[src/rtl/step_counter_taps.sv]
// step_counter_taps: parametrised step counter with decoded tap strobes,
// terminal count, wrap pulse and sticky overflow for the AXBY control path.
// Optional down-count port is enabled by defining STEP_COUNTER_DEC_EN.
// Ports: clk, reset (async, active-low), inc, clr, load, load_val[WIDTH],
//   dec (STEP_COUNTER_DEC_EN only), count[WIDTH], tap[NUM_TAPS], tc,
//   wrap (registered pulse on TERM->0 or 0->TERM), ovf (sticky, saturate).
module step_counter_taps #(
   parameter int                        WIDTH      = 3,
   parameter int                        TERM       = (1 << WIDTH) - 1,
   parameter int                        NUM_TAPS   = 3,
   parameter logic [NUM_TAPS*WIDTH-1:0] TAP_VALUES = {3'd7, 3'd6, 3'd2},
   parameter bit                        SATURATE   = 1'b0
) (
   input  logic                clk,
   input  logic                reset,
   input  logic                inc,
   input  logic                clr,
   input  logic                load,
   input  logic [WIDTH-1:0]    load_val,
`ifdef STEP_COUNTER_DEC_EN
   input  logic                dec,
`endif
   output logic [WIDTH-1:0]    count,
   output logic [NUM_TAPS-1:0] tap,
   output logic                tc,
   output logic                wrap,
   output logic                ovf
);

   generate
      if (TERM > (1 << WIDTH) - 1 || TERM < 0) begin : g_bad_term
         $fatal(1, "step_counter_taps: TERM does not fit in WIDTH");
      end
      if (NUM_TAPS == 0) begin : g_bad_taps
         $fatal(1, "step_counter_taps: NUM_TAPS must be at least 1");
      end
   endgenerate

   localparam logic [WIDTH-1:0] TERM_V = WIDTH'(TERM);
   localparam logic [WIDTH-1:0] ONE    = WIDTH'(1);

   logic [WIDTH-1:0] count_q;
   logic [WIDTH-1:0] count_n;
   logic             wrap_q;
   logic             wrap_n;
   logic             ovf_q;
   logic             ovf_n;
   logic             at_term;

   assign at_term = (count_q == TERM_V);

   // One action per cycle, highest priority first; wrap defaults low so
   // it can only ever last a single cycle.
   always_comb begin
      count_n = count_q;
      wrap_n  = 1'b0;
      ovf_n   = ovf_q;
      if (clr) begin
         count_n = '0;
         ovf_n   = 1'b0;
      end else if (load) begin
         count_n = (load_val > TERM_V) ? TERM_V : load_val;
`ifdef STEP_COUNTER_DEC_EN
      end else if (inc && dec) begin
         count_n = count_q;
`endif
      end else if (inc) begin
         if (!at_term) begin
            count_n = count_q + ONE;
         end else if (SATURATE) begin
            ovf_n = 1'b1;
         end else begin
            count_n = '0;
            wrap_n  = 1'b1;
         end
`ifdef STEP_COUNTER_DEC_EN
      end else if (dec) begin
         if (count_q != '0) begin
            count_n = count_q - ONE;
         end else if (SATURATE) begin
            ovf_n = 1'b1;
         end else begin
            count_n = TERM_V;
            wrap_n  = 1'b1;
         end
`endif
      end
   end

   always_ff @(posedge clk or negedge reset) begin
      if (!reset) begin
         count_q <= '0;
         wrap_q  <= 1'b0;
         ovf_q   <= 1'b0;
      end else begin
         count_q <= count_n;
         wrap_q  <= wrap_n;
         ovf_q   <= ovf_n;
      end
   end

   // Taps above TERM can never match because count never exceeds TERM.
   generate
      for (genvar i = 0; i < NUM_TAPS; i++) begin : g_tap
         assign tap[i] = (count_q == TAP_VALUES[i*WIDTH +: WIDTH]);
      end
   endgenerate

   assign count = count_q;
   assign tc    = at_term;
   assign wrap  = wrap_q;
   assign ovf   = ovf_q;

endmodule

[config.mk]
export PLATFORM = sky130hd
export DESIGN_NAME = step_counter_taps
export DESIGN_NICKNAME = d
export VERILOG_FILES = /design/src/rtl/step_counter_taps.sv
export SDC_FILE = /design/constraint.sdc
export NUM_CORES = 1
export LEC_CHECK = 0
export BUFFER_PORTS_ARGS = -buffer_cell sky130_fd_sc_hd__buf_2
export CELL_PAD_IN_SITES_DETAIL_PLACEMENT = 2
export CELL_PAD_IN_SITES_GLOBAL_PLACEMENT = 2
export CORE_AREA = 2 2 39 41
export CTS_BUF_LIST = sky130_fd_sc_hd__clkbuf_8
export DETAILED_ROUTE_END_ITERATION = 7
export DIE_AREA = 0 0 41 43
export PLACE_DENSITY_LB_ADDON = 0.25
export SYNTH_ARGS = -nofsm -noshare
export SYNTH_HDL_FRONTEND = slang
export SYNTH_SLANG_ARGS = --single-unit
[constraint.sdc]
create_clock -name clk -period 3.45 [get_ports clk]
set_input_delay 0.1725 -clock clk [delete_from_list [all_inputs] [get_ports clk]]
set_output_delay 0.1725 -clock clk [all_outputs]
set_load 0.01 [all_outputs]
==> impl_metrics.env, run 1 <==
export IMPL_routed_wl_met2_um=403
export IMPL_cts_setup_buffers=0
export IMPL_hold_worst_slack_ns=0.170
export IMPL_synth_common_cells="dfrtp_1, nor2b_1, ha_1"
export IMPL_routed_wl_um=730
export IMPL_whs_path_depth=2
export IMPL_grt_pass1_vias=301
export IMPL_r2r_setup_slack_ns=1.87
export IMPL_cts_made_buffers=3
export IMPL_cts_clk_slew_worst_paths_ns=0.03
export IMPL_ioPinCount=17
export IMPL_cts_sinks=4
export IMPL_ctsResizeCount=0
export IMPL_syn_area_per_cell_um2=10.1
export IMPL_status="finished clean"
export IMPL_rows=14
export IMPL_worstReg2RegStart="count[0]$_DFFE_PN0P_"
export IMPL_grt_max_degree=7
export IMPL_fp_dieH_um=43
export IMPL_drv_slew=0
export IMPL_highest_layer="met3"
export IMPL_met3RoutedLength_um=51
export IMPL_cts_root_buf="clkbuf_8"
export IMPL_r2r_end="count[0]$_DFFE_PN0P_"
export IMPL_ys_seq_area_share_pct=36.5
export IMPL_start_util_pct=19.8
export IMPL_cp_end_kind="flop"
export IMPL_hp_class="primary input to flop"
export IMPL_period_share_pct=45.8
export IMPL_synthArstFlopShare_pct=100
export IMPL_filler_cell_count=155
export IMPL_htreeDepth=1
export IMPL_track_usage_pct=9.75
export IMPL_power_leakage_nw=0.220
export IMPL_whs_endpoint="count[0]$_DFFE_PN0P_"
export IMPL_antenna_cells=0
export IMPL_final_cells=60
export IMPL_clockBufferDepth=2
export IMPL_cts_hold_buf=1
export IMPL_grt_pass1_wl_mm=1.15
export IMPL_yosysWarnings=0
export IMPL_die_x_um=41
export IMPL_gr_total_overflow=0
export IMPL_globalplace_congestion=0.748
export IMPL_drt_iter0_markers=0
export IMPL_worstSetupPathType="flop to flop"
export IMPL_core_area_mm2=0.00138
export IMPL_irDropWorstVdd_v=0.0000990
export IMPL_ys_flop_type="dfrtp_1"
export IMPL_vias_per_cell=4.33
export IMPL_remaining_drc_errors=0
export IMPL_dpl_worst_slack_ns=1.87
export IMPL_synth_edf_count=0
export IMPL_start_kind="flop"
export IMPL_post_route_util_pct=29.3
export IMPL_num_vias=260
export IMPL_synth_nets=38
export IMPL_layout_drive_gt1_share_pct=43.2
export IMPL_power_mw=0.177
export IMPL_hp_start="clr"
export IMPL_setup_tns_ns=0
export IMPL_rsz0062_at_grt="false"
export IMPL_final_setup_skew_ns=0.00233
export IMPL_post_place_cells=56
export IMPL_yosys_area_top_type="dfrtp_1"
export IMPL_synth_top_area_share_pct=36.5
export IMPL_max_freq_mhz=633
export IMPL_wl_per_cell_um=12.2
export IMPL_place_area_um2=354
export IMPL_power_density_mw_per_mm2=437
export IMPL_min_period_ns=1.58
export IMPL_die_area_mm2=0.00176
export IMPL_reg2reg_depth=4
export IMPL_drt_met1_wl_um=276
export IMPL_synthToLayoutAreaGrowth_pct=47.9
export IMPL_synth_distinct_cells=16
export IMPL_finalInstanceArea_um2=405
export IMPL_crit_path_max_fanout=5
export IMPL_finalSetupViolations=0
export IMPL_hold_viol=0
export IMPL_antenna_found_initial=0
export IMPL_cts_tree="done"
export IMPL_finalWorstSetupSlack_ns=1.87
export IMPL_worstPathArrival_ns=1.70
export IMPL_ys_ff_latch=4
export IMPL_drv_cap=0
export IMPL_nets=57
export IMPL_synth_area_um2=274
export IMPL_antenna_left=0
export IMPL_first_pass_iters=1
export IMPL_synth_area_leaders="dfrtp_1, ha_1, nor2b_1, a311oi_2, buf_4"
export IMPL_clock_latency_ns=0.21
export IMPL_portBuffers=15
export IMPL_required_ns=3.57
export IMPL_synth_cells=27
-- flip-flops by register name (all words and copies together), names as in the netlist --
name / count
count: 3
wrap: 1
-- placed cells by master, fill, tap and decap left out --
cell and count:
a211oi_1 1, a311oi_1 1, a311oi_2 1, and2_1 1, buf_2 15, clkbuf_8 3, conb_1 1, dfrtp_1 4
dlygate4sd3_1 1, ha_1 3, inv_1 2, mux2i_1 1, nand2_1 1, nand2b_1 2, nor2b_1 4, nor3_1 1
or2b_1 1, or3b_1 1
-- kinds of logic (layout without fill, tap and decap cells) --
group                      Yosys count  in the layout  synth area share [%]
buffers and inverters                4             21                  8.22
adders and majority gates            3              3                  13.7
muxes                                1              1                  3.65
AOI/OAI and AO/OA                    3              3                  11.4
other                                1              1                  1.37
DFF                                  4              4                  36.5
and+or+nand+nor                     11             11                  25.1
-- metal layers --
metal  vias up  GRT usage, %
met3         0             0
met2        11          15.9
li1        122             -
met4         0          8.00
met5         -             0
met1       127          11.0
-- worst max-delay path by stage --
stage | startpoint | to | slack [ns] | depth (start not counted)
floorplan | count[0]$_DFFE_PN0P_ | count[0]$_DFFE_PN0P_ | 1.87 | 4
finish | count[0]$_DFFE_PN0P_ | count[0]$_DFFE_PN0P_ | 1.87 | 4
global placement | count[1]$_DFFE_PN0P_ | count[0]$_DFFE_PN0P_ | 1.91 | 4
detailed placement | count[1]$_DFFE_PN0P_ | count[0]$_DFFE_PN0P_ | 1.87 | 4
CTS | count[0]$_DFFE_PN0P_ | count[0]$_DFFE_PN0P_ | 1.87 | 4
global route | count[0]$_DFFE_PN0P_ | count[0]$_DFFE_PN0P_ | 1.79 | 4
-- report_power, final --
part           leakage (nW)  internal (mW)  total (mW)  switching, mW
combinational         0.146         0.0136      0.0273         0.0137
clock                0.0216         0.0742      0.0960         0.0219
sequential           0.0526         0.0500      0.0538        0.00383
-- final cells by class --
| class | count | area [um2] | area share [%] |
|---|---|---|---|
| Inverter | 2 | 7.51 | 1.85 |
| Timing Repair Buffer | 16 | 85.1 | 21.0 |
| Clock buffer | 3 | 41.3 | 10.2 |
| Tap cell | 16 | 20.0 | 4.94 |
| Multi-Input combinational cell | 19 | 151 | 37.3 |
| Sequential cell | 4 | 100 | 24.7 |
-- critical path: stages (launching register included) --
cell      delay, ns
dfrtp_1        0.41
ha_1           0.22
ha_1           0.22
or3b_1         0.39
a311oi_2       0.23
Note: power is estimated with default switching activity, not from simulation.
==> inputs of run 2 (changes only) <==
Settings changed: CORE_AREA 2 2 39 41 to not set, CORE_MARGIN set to 2, CORE_UTILIZATION set to 20, DIE_AREA 0 0 41 43 to not set.
Clock period 3.45 ns to 1.4 ns, I/O delays scaled along.
==> run 2 against run 1 <==
  * The flow now finishes with violations (setup timing)
  * Global-route usage rose by 2.3 points
  * Cell count rose by 1.7%
  * First-iteration DRC count did not move
  * Wire length rose by 7.4%
  * Die area fell by 4.6%
  * Sequential share of layout area fell by 1.9 points
  * Via count fell by 0.38%
  * Highest routed layer unchanged
==> impl_metrics.env, run 2 (synthesized netlist as in run 1, its figures left out) <==
export IMPL_finalWorstSetupSlack_ns=-0.0472
export IMPL_synthToLayoutAreaGrowth_pct=62.1
export IMPL_post_place_cells=56
export IMPL_grt_max_degree=7
export IMPL_violations="setup timing"
export IMPL_start_kind="flop"
export IMPL_start_util_pct=21.3
export IMPL_crit_path_max_fanout=5
export IMPL_portBuffers=15
export IMPL_grt_busiest_layer="met2"
export IMPL_cp_slowest_cell="dfrtp_2"
export IMPL_power_mw=0.457
export IMPL_hold_viol=0
export IMPL_met3_usage_pct=1.63
export IMPL_finalSetupViolations=1
export IMPL_cp_top_family="flip-flops"
export IMPL_ioPinCount=17
export IMPL_final_cells=61
export IMPL_track_usage_pct=12.1
export IMPL_whs_endpoint="wrap$_DFF_PN0_"
export IMPL_drv_slew=0
export IMPL_rows=13
export IMPL_fp_dieH_um=41.0
export IMPL_grtUsageMet2_pct=22.3
export IMPL_cts_made_buffers=3
export IMPL_r2r_end="count[0]$_DFFE_PN0P_"
export IMPL_vias_per_cell=4.25
export IMPL_mostFrequentLayoutCell="buf_2"
export IMPL_nets=59
export IMPL_drt_iter0_markers=0
export IMPL_die_area_mm2=0.00168
export IMPL_antenna_cells=0
export IMPL_antenna_left=0
export IMPL_layout_drive_gt1_share_pct=56.5
export IMPL_slowest_delay_ns=0.42
export IMPL_hold_worst_slack_ns=0.0701
export IMPL_power_density_mw_per_mm2=1030
export IMPL_worstPathArrival_ns=1.57
export IMPL_gr_total_overflow=0
export IMPL_routed_wl_um=784
export IMPL_clock_latency_ns=0.22
export IMPL_cts_clk_slew_worst_paths_ns=0.03
export IMPL_grt_pass1_vias=290
export IMPL_largest_reg_flops=3
export IMPL_power_leakage_nw=0.227
export IMPL_final_setup_skew_ns=0.00368
export IMPL_path_cells="ha_2 -> ha_4 -> or3b_4 -> a311oi_2"
export IMPL_clockBufferDepth=2
export IMPL_globalRouteMet1Util_pct=10.7
export IMPL_crit_buf_inv=0
export IMPL_rsz0062_at_grt="true"
export IMPL_whs_path_depth=2
export IMPL_place_area_um2=375
export IMPL_worstReg2RegStart="count[0]$_DFFE_PN0P_"
export IMPL_drv_cap=0
export IMPL_remaining_drc_errors=0
export IMPL_r2r_setup_slack_ns=-0.05
export IMPL_required_ns=1.52
export IMPL_wl_per_cell_um=12.9
export IMPL_cp_end_kind="flop"
export IMPL_die_x_um=41.0
export IMPL_globalplace_congestion=0.666
export IMPL_cts_root_buf="clkbuf_8"
export IMPL_dpl_hpwl_um=640
export IMPL_finalInstanceArea_um2=444
export IMPL_antenna_found_initial=0
export IMPL_htreeDepth=1
export IMPL_period_share_pct=103
export IMPL_worstSetupPathType="flop to flop"
export IMPL_layout_common_cells="buf_2, nor2b_1, clkbuf_8, dfrtp_1"
export IMPL_first_pass_iters=1
export IMPL_irDropWorstVdd_v=0.000270
export IMPL_hp_start="load"
export IMPL_cts_tree="done"
export IMPL_min_period_ns=1.45
export IMPL_hp_class="primary input to flop"
export IMPL_reg2reg_depth=4
export IMPL_grt_pass1_wl_mm=1.20
export IMPL_cts_sinks=4
export IMPL_num_vias=259
export IMPL_cp_startpoint="count[0]$_DFFE_PN0P_"
export IMPL_core_area_mm2=0.00128
export IMPL_status="finished, violations left"
export IMPL_max_freq_mhz=691
## run 2: worst max-delay path by stage
stage / slack (ns) / to / cells past startpoint
4_1_cts: -0.06 / count[0]$_DFFE_PN0P_ / 4
3_5_place_dp: -0.08 / count[0]$_DFFE_PN0P_ / 4
2_1_floorplan: -0.04 / count[0]$_DFFE_PN0P_ / 4
3_3_place_gp: -0.01 / count[0]$_DFFE_PN0P_ / 4
5_1_grt: -0.12 / count[0]$_DFFE_PN0P_ / 4
6_report: -0.05 / count[0]$_DFFE_PN0P_ / 4
## run 2: layout make-up
cell class | count | area (um2)
Clock buffer | 3 | 41.3
Fill cell | 149 | 841
Inverter | 2 | 7.51
Multi-Input combinational cell | 19 | 175
Sequential cell | 4 | 101
Tap cell | 15 | 18.8
Timing Repair Buffer | 18 | 100
## run 2: per-stage QoR
stage | setup WS [ns] | utilization, % | TNS [ns]
2_1_floorplan | -0.0356 | - | -0.0356
3_3_place_gp | -0.0108 | 29.2 | -0.0108
3_5_place_dp | -0.0802 | 29.2 | -0.0802
4_1_cts | -0.0616 | 34.3 | -0.0616
5_1_grt | -0.123 | 34.6 | -0.155
6_report | -0.0472 | 34.6 | -0.0472
## run 2: repair_timing
item                       CTS  global route
hold buffers                 1             0
resized for setup            1             2
setup buffers                1             0
hold endpoints to repair     4             0
setup endpoints to repair    1             2
## run 2: power breakdown
group	switching (mW)	internal [mW]	leakage, nW	total [mW]
Combinational	0.0364	0.0402	0.154	0.0766
Clock	0.0628	0.184	0.0216	0.246
Sequential	0.0100	0.124	0.0513	0.134
## run 2: routing by layer
| layer | share of wire, % | wire length (um) | up-vias |
|---|---|---|---|
| met5 | 0 | 0 | - |
| met4 | 0 | 0 | 0 |
| met3 | 5.0 | 39 | 0 |
| met2 | 61 | 476 | 8 |
| met1 | 34 | 268 | 125 |
| li1 | - | - | 126 |
